### config.mk
export PLATFORM = sky130hd
export DESIGN_NAME = neuron_accumulator
export DESIGN_NICKNAME = d
export VERILOG_FILES = /design/src/rtl/neuron_accumulator_pkg.sv /design/src/rtl/neuron_accumulator_saturate.sv /design/src/rtl/neuron_accumulator.sv
export SDC_FILE = /design/constraint.sdc
export NUM_CORES = 1
export LEC_CHECK = 0
export ABC_CLOCK_PERIOD_IN_PS = 7400
export CAP_MARGIN = 20
export CORE_MARGIN = 4
export CORE_UTILIZATION = 25
export DETAILED_ROUTE_END_ITERATION = 10
export MAX_ROUTING_LAYER = met4
export PLACE_DENSITY = 0.52
export SYNTH_ARGS = -nofsm -noshare
export SYNTH_HDL_FRONTEND = slang
export SYNTH_SLANG_ARGS = --single-unit
### constraint.sdc
create_clock -name clk -period 7.4 [get_ports clk]
set_input_delay 1.11 -clock clk [delete_from_list [all_inputs] [get_ports clk]]
set_output_delay 1.11 -clock clk [all_outputs]
set_load 0.03 [all_outputs]
### src/rtl/neuron_accumulator_pkg.sv
// Shared types and sizing helpers for the neuron accumulator and its saturation stage.
package neuron_acc_pkg;

  typedef enum logic [0:0] {
    ACCUM = 1'b0,
    DRAIN = 1'b1
  } acc_state_e;

  // Headroom bits beyond data width + log2(beats) so the accumulator and bias add never wrap.
  localparam int unsigned ACC_GUARD_BITS = 2;

  function automatic int unsigned beat_count_width(input int unsigned vector_len);
    return unsigned'($clog2(vector_len + 1));
  endfunction

  function automatic int unsigned min_acc_width(input int unsigned data_width,
                                                input int unsigned vector_len);
    return data_width + unsigned'($clog2(vector_len)) + ACC_GUARD_BITS;
  endfunction

  // Number of top sum bits that must all agree for the value to fit the output width.
  function automatic int unsigned sat_check_bits(input int unsigned acc_width,
                                                 input int unsigned out_width);
    return acc_width - out_width + 1;
  endfunction

endpackage

### src/rtl/neuron_accumulator_saturate.sv
// Combinational clamp of an accumulator-width sum to the signed output width.
// Optional ReLU stage enabled by NEURON_ACCUMULATOR_RELU_EN.
module acc_saturate
  import neuron_acc_pkg::*;
#(
  parameter int unsigned ACC_WIDTH = 48,
  parameter int unsigned OUT_WIDTH = 32
) (
  input  logic signed [ACC_WIDTH-1:0] sum,
  output logic signed [OUT_WIDTH-1:0] value_c,
  output logic                        sat_c
);

  localparam int unsigned CHECK_BITS = sat_check_bits(ACC_WIDTH, OUT_WIDTH);
  localparam logic signed [OUT_WIDTH-1:0] OUT_MAX = {1'b0, {(OUT_WIDTH-1){1'b1}}};
  localparam logic signed [OUT_WIDTH-1:0] OUT_MIN = {1'b1, {(OUT_WIDTH-1){1'b0}}};

  logic [CHECK_BITS-1:0] top_bits;
  logic                  fits;

  assign top_bits = sum[ACC_WIDTH-1:OUT_WIDTH-1];
  assign fits     = (&top_bits) | (~|top_bits);

  always_comb begin
    value_c = sum[OUT_WIDTH-1:0];
    sat_c   = 1'b0;
    if (!fits) begin
      sat_c   = 1'b1;
      value_c = sum[ACC_WIDTH-1] ? OUT_MIN : OUT_MAX;
    end
`ifdef NEURON_ACCUMULATOR_RELU_EN
    // Negative results (clamped or not) become zero and are not reported as saturated.
    if (value_c[OUT_WIDTH-1]) begin
      value_c = '0;
      sat_c   = 1'b0;
    end
`endif
  end

endmodule

### src/rtl/neuron_accumulator.sv
// Sums VECTOR_LEN signed product beats plus a bias, saturates, and holds one result per vector.
// Optional ReLU on the result via NEURON_ACCUMULATOR_RELU_EN (see acc_saturate).
module neuron_accumulator
  import neuron_acc_pkg::*;
#(
  parameter  int unsigned DATA_WIDTH = 32,
  parameter  int unsigned ACC_WIDTH  = 48,
  parameter  int unsigned VECTOR_LEN = 16,
  parameter  int unsigned OUT_WIDTH  = 32,
  localparam int unsigned BC_WIDTH   = beat_count_width(VECTOR_LEN)
) (
  input  logic                         clk,
  input  logic                         reset,
  input  logic                         in_valid,
  input  logic signed [DATA_WIDTH-1:0] in_data,
  output logic                         in_ready,
  input  logic signed [DATA_WIDTH-1:0] bias,
  output logic                         out_valid,
  output logic signed [OUT_WIDTH-1:0]  out_data,
  output logic                         out_sat,
  input  logic                         out_ready,
  output logic [BC_WIDTH-1:0]          beat_count
);

  if (ACC_WIDTH < min_acc_width(DATA_WIDTH, VECTOR_LEN)) begin : g_bad_acc_width
    $fatal(1, "neuron_accumulator: ACC_WIDTH too small for DATA_WIDTH/VECTOR_LEN");
  end
  if (VECTOR_LEN < 1) begin : g_bad_vector_len
    $fatal(1, "neuron_accumulator: VECTOR_LEN must be at least 1");
  end
  if (OUT_WIDTH > ACC_WIDTH) begin : g_bad_out_width
    $fatal(1, "neuron_accumulator: OUT_WIDTH must not exceed ACC_WIDTH");
  end

  localparam logic [BC_WIDTH-1:0] LAST_BEAT = BC_WIDTH'(VECTOR_LEN - 1);

  acc_state_e                  state_q, state_d;
  logic signed [ACC_WIDTH-1:0] acc_q, acc_d;
  logic [BC_WIDTH-1:0]         count_d;
  logic                        in_ready_d;
  logic                        out_valid_d;
  logic signed [OUT_WIDTH-1:0] out_data_d;
  logic                        out_sat_d;

  logic signed [ACC_WIDTH-1:0] in_sext;
  logic signed [ACC_WIDTH-1:0] bias_sext;
  logic signed [ACC_WIDTH-1:0] final_sum;
  logic signed [OUT_WIDTH-1:0] sat_value_c;
  logic                        sat_flag_c;

  assign in_sext   = {{(ACC_WIDTH-DATA_WIDTH){in_data[DATA_WIDTH-1]}}, in_data};
  assign bias_sext = {{(ACC_WIDTH-DATA_WIDTH){bias[DATA_WIDTH-1]}}, bias};
  assign final_sum = acc_q + in_sext + bias_sext;

  acc_saturate #(
    .ACC_WIDTH (ACC_WIDTH),
    .OUT_WIDTH (OUT_WIDTH)
  ) u_saturate (
    .sum     (final_sum),
    .value_c (sat_value_c),
    .sat_c   (sat_flag_c)
  );

  // Next-state and datapath update.
  always_comb begin
    state_d     = state_q;
    acc_d       = acc_q;
    count_d     = beat_count;
    out_valid_d = out_valid;
    out_data_d  = out_data;
    out_sat_d   = out_sat;
    unique case (state_q)
      ACCUM: begin
        if (in_valid && in_ready) begin
          if (beat_count == LAST_BEAT) begin
            acc_d       = '0;
            count_d     = '0;
            out_valid_d = 1'b1;
            out_data_d  = sat_value_c;
            out_sat_d   = sat_flag_c;
            state_d     = DRAIN;
          end else begin
            acc_d   = acc_q + in_sext;
            count_d = beat_count + BC_WIDTH'(1);
          end
        end
      end
      DRAIN: begin
        if (out_ready) begin
          out_valid_d = 1'b0;
          state_d     = ACCUM;
        end
      end
      default: state_d = ACCUM;
    endcase
    in_ready_d = (state_d == ACCUM);
  end

  always_ff @(posedge clk or negedge reset) begin
    if (!reset) begin
      state_q    <= ACCUM;
      acc_q      <= '0;
      beat_count <= '0;
      in_ready   <= 1'b1;
      out_valid  <= 1'b0;
      out_data   <= '0;
      out_sat    <= 1'b0;
    end else begin
      state_q    <= state_d;
      acc_q      <= acc_d;
      beat_count <= count_d;
      in_ready   <= in_ready_d;
      out_valid  <= out_valid_d;
      out_data   <= out_data_d;
      out_sat    <= out_sat_d;
    end
  end

endmodule
==> impl_results.md, run 1 <==
* Wire per inst at 17.6 um
* Fin crit period at 7.15 ns
* Async SR Flop Fraction at 100%
* HP Class: register to register
* DIE AREA at 40400 sq um
* Overflow after GRT at 0
* RR Startpoint: acc_q[0]$_DFFE_PN0P_
* Vias at 9706
* Final TNS setup at 0 ns
* CTS buffer count at 9
* Post-synth EDFFs at 0
* Worst Path Required at 7.63 ns
* Critical Path End Type: register
* Final ANT Viol Nets at 0
* Outcome: finished clean
* Drt drc at 0
* Tot GR Track Use at 16.3%
* Final wirelength at 33100 um
* Die W at 201 um
* Syn avg cell area at 8.27 sq um
* Placeable Area at 36700 sq um
* Clock transition at path regs at 0.08 ns
* Worst R2R End: out_data[25]$_DFFE_PN0P_
* Most common cell after layout, fill and taps aside: buf_4
* Worst Max-Slew Pin Slew at 0.921 ns
* CP max FO at 8
* H-tree depth at 3
* P&R area growth vs syn at 38.7%
* DP Wirelength at 26100 um
* Final slew viol count at 0
* Max stage delay cell, worst path: or4b_4
* Multi-input logic area at 6910 sq um
* I/O pin count at 108
* Row count at 70
* Synth cell types at 74
* Register area share after synthesis at 23.9%
* CTS max path bufs at 2
* Layout cells sized above 1 at 22.4%
* Clock latency on the worst-skew pair at 0.37 ns
* Startpoint Class: primary input
* Initial Util at 25.4%
* Initial DRT Pass Iterations at 5
* Root Driver: clkbuf_16
* Most frequent cells in the layout: 210 x buf_4, 131 x nand2_1, 126 x a21oi_1
* Die Span Y at 201 um
* FF/Latch Area at 2230 sq um
* Fillers at 3805
* CP Class: primary input to register
* Port bufs at 107
* Synth Warn # at 0
* Mapped cell area at 9310 sq um
* Clk sink count at 89
* Post-CTS Hold Buffers at 0
* Top FF cell, synth: dfrtp_1
* Tcrit/Tclk final at 96.6%
* Vias in the first global route at 9473
* Max Fclk at 140 MHz
* Vias per cell at 5.17
* Synth Instances at 1125
* CP arrival at 7.37 ns
* Rel. slew slack at 38.4%
* Initial DRC count at 571
* Post-synth net total at 1293
* Placer Congestion at 0.907
* Largest net degree at the start of global routing at 64
* Max-cap violations at 0
* Final Hold Viols at 0
* Final setup viols at 0
* FF-to-FF setup slack at 1.10 ns
* Final Skew at 0.0150 ns
* Initial antenna violation count at 1
* Nets at 1573
* Global-route wire length before repair at 52100 um
* CTS tree: yes
* #FFs+latches synth at 89
* Crit-path max cell delay at 0.52 ns
* Critical path origin: in_data[0]
* Reg2reg path depth at 28
* Critical Path End: out_data[25]$_DFFE_PN0P_
-- cell usage after synthesis, drive strengths merged, types with 10 or more instances --
cell    number  share of area, %
a21oi      134               7.4
nand2      132               5.3
ha          98                13
dfrtp       88                24
o21ai       72               3.9
nor2        55               2.2
xnor2       48               4.5
a21o        44               3.5
a22o        42               4.0
clkbuf      40               1.6
xor2        33               3.1
a22oi       31               4.1
inv         28               1.1
nand4       26               1.8
nand3       23               1.2
nor3        21               1.1
o21bai      19               1.5
a211oi      17               1.4
buf         14               1.2
a31oi       12              0.81
and2        12              0.81
o21a        12              0.97
and3        10              0.67
-- registers in the layout, summed over array words and instances (netlist names) --
signal / count
beat_count: 5
out_data: 32
state_q: 1
out_valid: 1
in_ready: 1
acc_q: 48
out_sat: 1
-- metrics by stage --
step	cell area (sq um)	util (%)	setup slack [ns]	hold WS [ns]	std cells
5_1_grt	12900	35.2	-0.0399	0.528	1879
4_1_cts	12600	34.5	0.00345	0.501	1865
3_3_place_gp	12200	33.3	-0.710	0.482	1842
3_5_place_dp	12200	33.3	-0.720	0.484	1842
6_report	12900	35.2	0.252	0.496	1879
2_1_floorplan	9310	-	0.660	0.454	1125
-- cells by family (layout without fill, tap and decap cells) --
| logic type | after synthesis | in the layout | synth area share, % |
|---|---|---|---|
| compound gates | 450 | 450 | 34.0 |
| xor+xnor | 81 | 81 | 7.62 |
| fa+ha+maj | 100 | 100 | 13.6 |
| buf+inv | 82 | 366 | 3.91 |
| flops | 89 | 89 | 23.9 |
| other cells | 0 | 1 | 0 |
| simple gates | 323 | 324 | 16.9 |
-- worst max-delay path: cells and delay by family --
| family | cells | cell delay (ns) |
|---|---|---|
| buf+inv | 6 | 1.14 |
| fa+ha+maj | 3 | 0.90 |
| compound gates | 15 | 2.86 |
| simple gates | 4 | 1.17 |
| xor+xnor | 1 | 0.19 |
-- layer usage --
| metal | GRT usage, % | routed length (um) | up-vias |
|---|---|---|---|
| li1 | - | - | 4822 |
| met1 | 22.1 | 15800 | 4646 |
| met2 | 25.9 | 15300 | 211 |
| met3 | 2.37 | 1460 | 27 |
| met4 | 3.59 | 434 | 0 |
| met5 | - | 0 | - |
-- final cells by class --
| cell class | count | area share, % |
|---|---|---|
| flip-flops and latches | 89 | 17.3 |
| clock inverters | 7 | 0.737 |
| multi-input cells | 955 | 53.5 |
| inverters | 28 | 0.814 |
| repair buffers | 322 | 21.4 |
| diodes | 1 | 0.0194 |
| well taps | 468 | 4.54 |
| clock buffers | 9 | 1.74 |
-- worst min-delay path by stage --
stage | from | endpoint | slack (ns) | cells past startpoint
floorplan | acc_q[2]$_DFFE_PN0P_ | acc_q[2]$_DFFE_PN0P_ | 0.45 | 2
detailed placement | acc_q[2]$_DFFE_PN0P_ | acc_q[2]$_DFFE_PN0P_ | 0.48 | 2
CTS | acc_q[2]$_DFFE_PN0P_ | acc_q[2]$_DFFE_PN0P_ | 0.50 | 2
global route | acc_q[2]$_DFFE_PN0P_ | acc_q[2]$_DFFE_PN0P_ | 0.53 | 2
finish | acc_q[2]$_DFFE_PN0P_ | acc_q[2]$_DFFE_PN0P_ | 0.50 | 2
global placement | acc_q[2]$_DFFE_PN0P_ | acc_q[2]$_DFFE_PN0P_ | 0.48 | 2
-- what timing repair did --
action,4_1_cts,5_1_grt
pin swaps,11,36
endpoints found under the setup margin,32,32
cloned,2,2
buffers inserted,5,11
gates resized for setup,12,36
Power of run 1 is not shown: default switching activity piles up to over one toggle a cycle in this logic, so the estimate is an artifact.
==> run 2: changes to the inputs <==
- CTS_CLUSTER_SIZE: unset -> 24
==> results of run 2 <==
The final DEF is identical to that of run 1; final timing and power are the same.
Power of run 2 is left out for the same reason.
==> run 3: changes to the inputs <==
- CTS_CLUSTER_DIAMETER: unset -> 30
==> results of run 3 <==
The final DEF is identical to that of run 1; final timing and power are the same.
Power of run 3 is left out for the same reason.
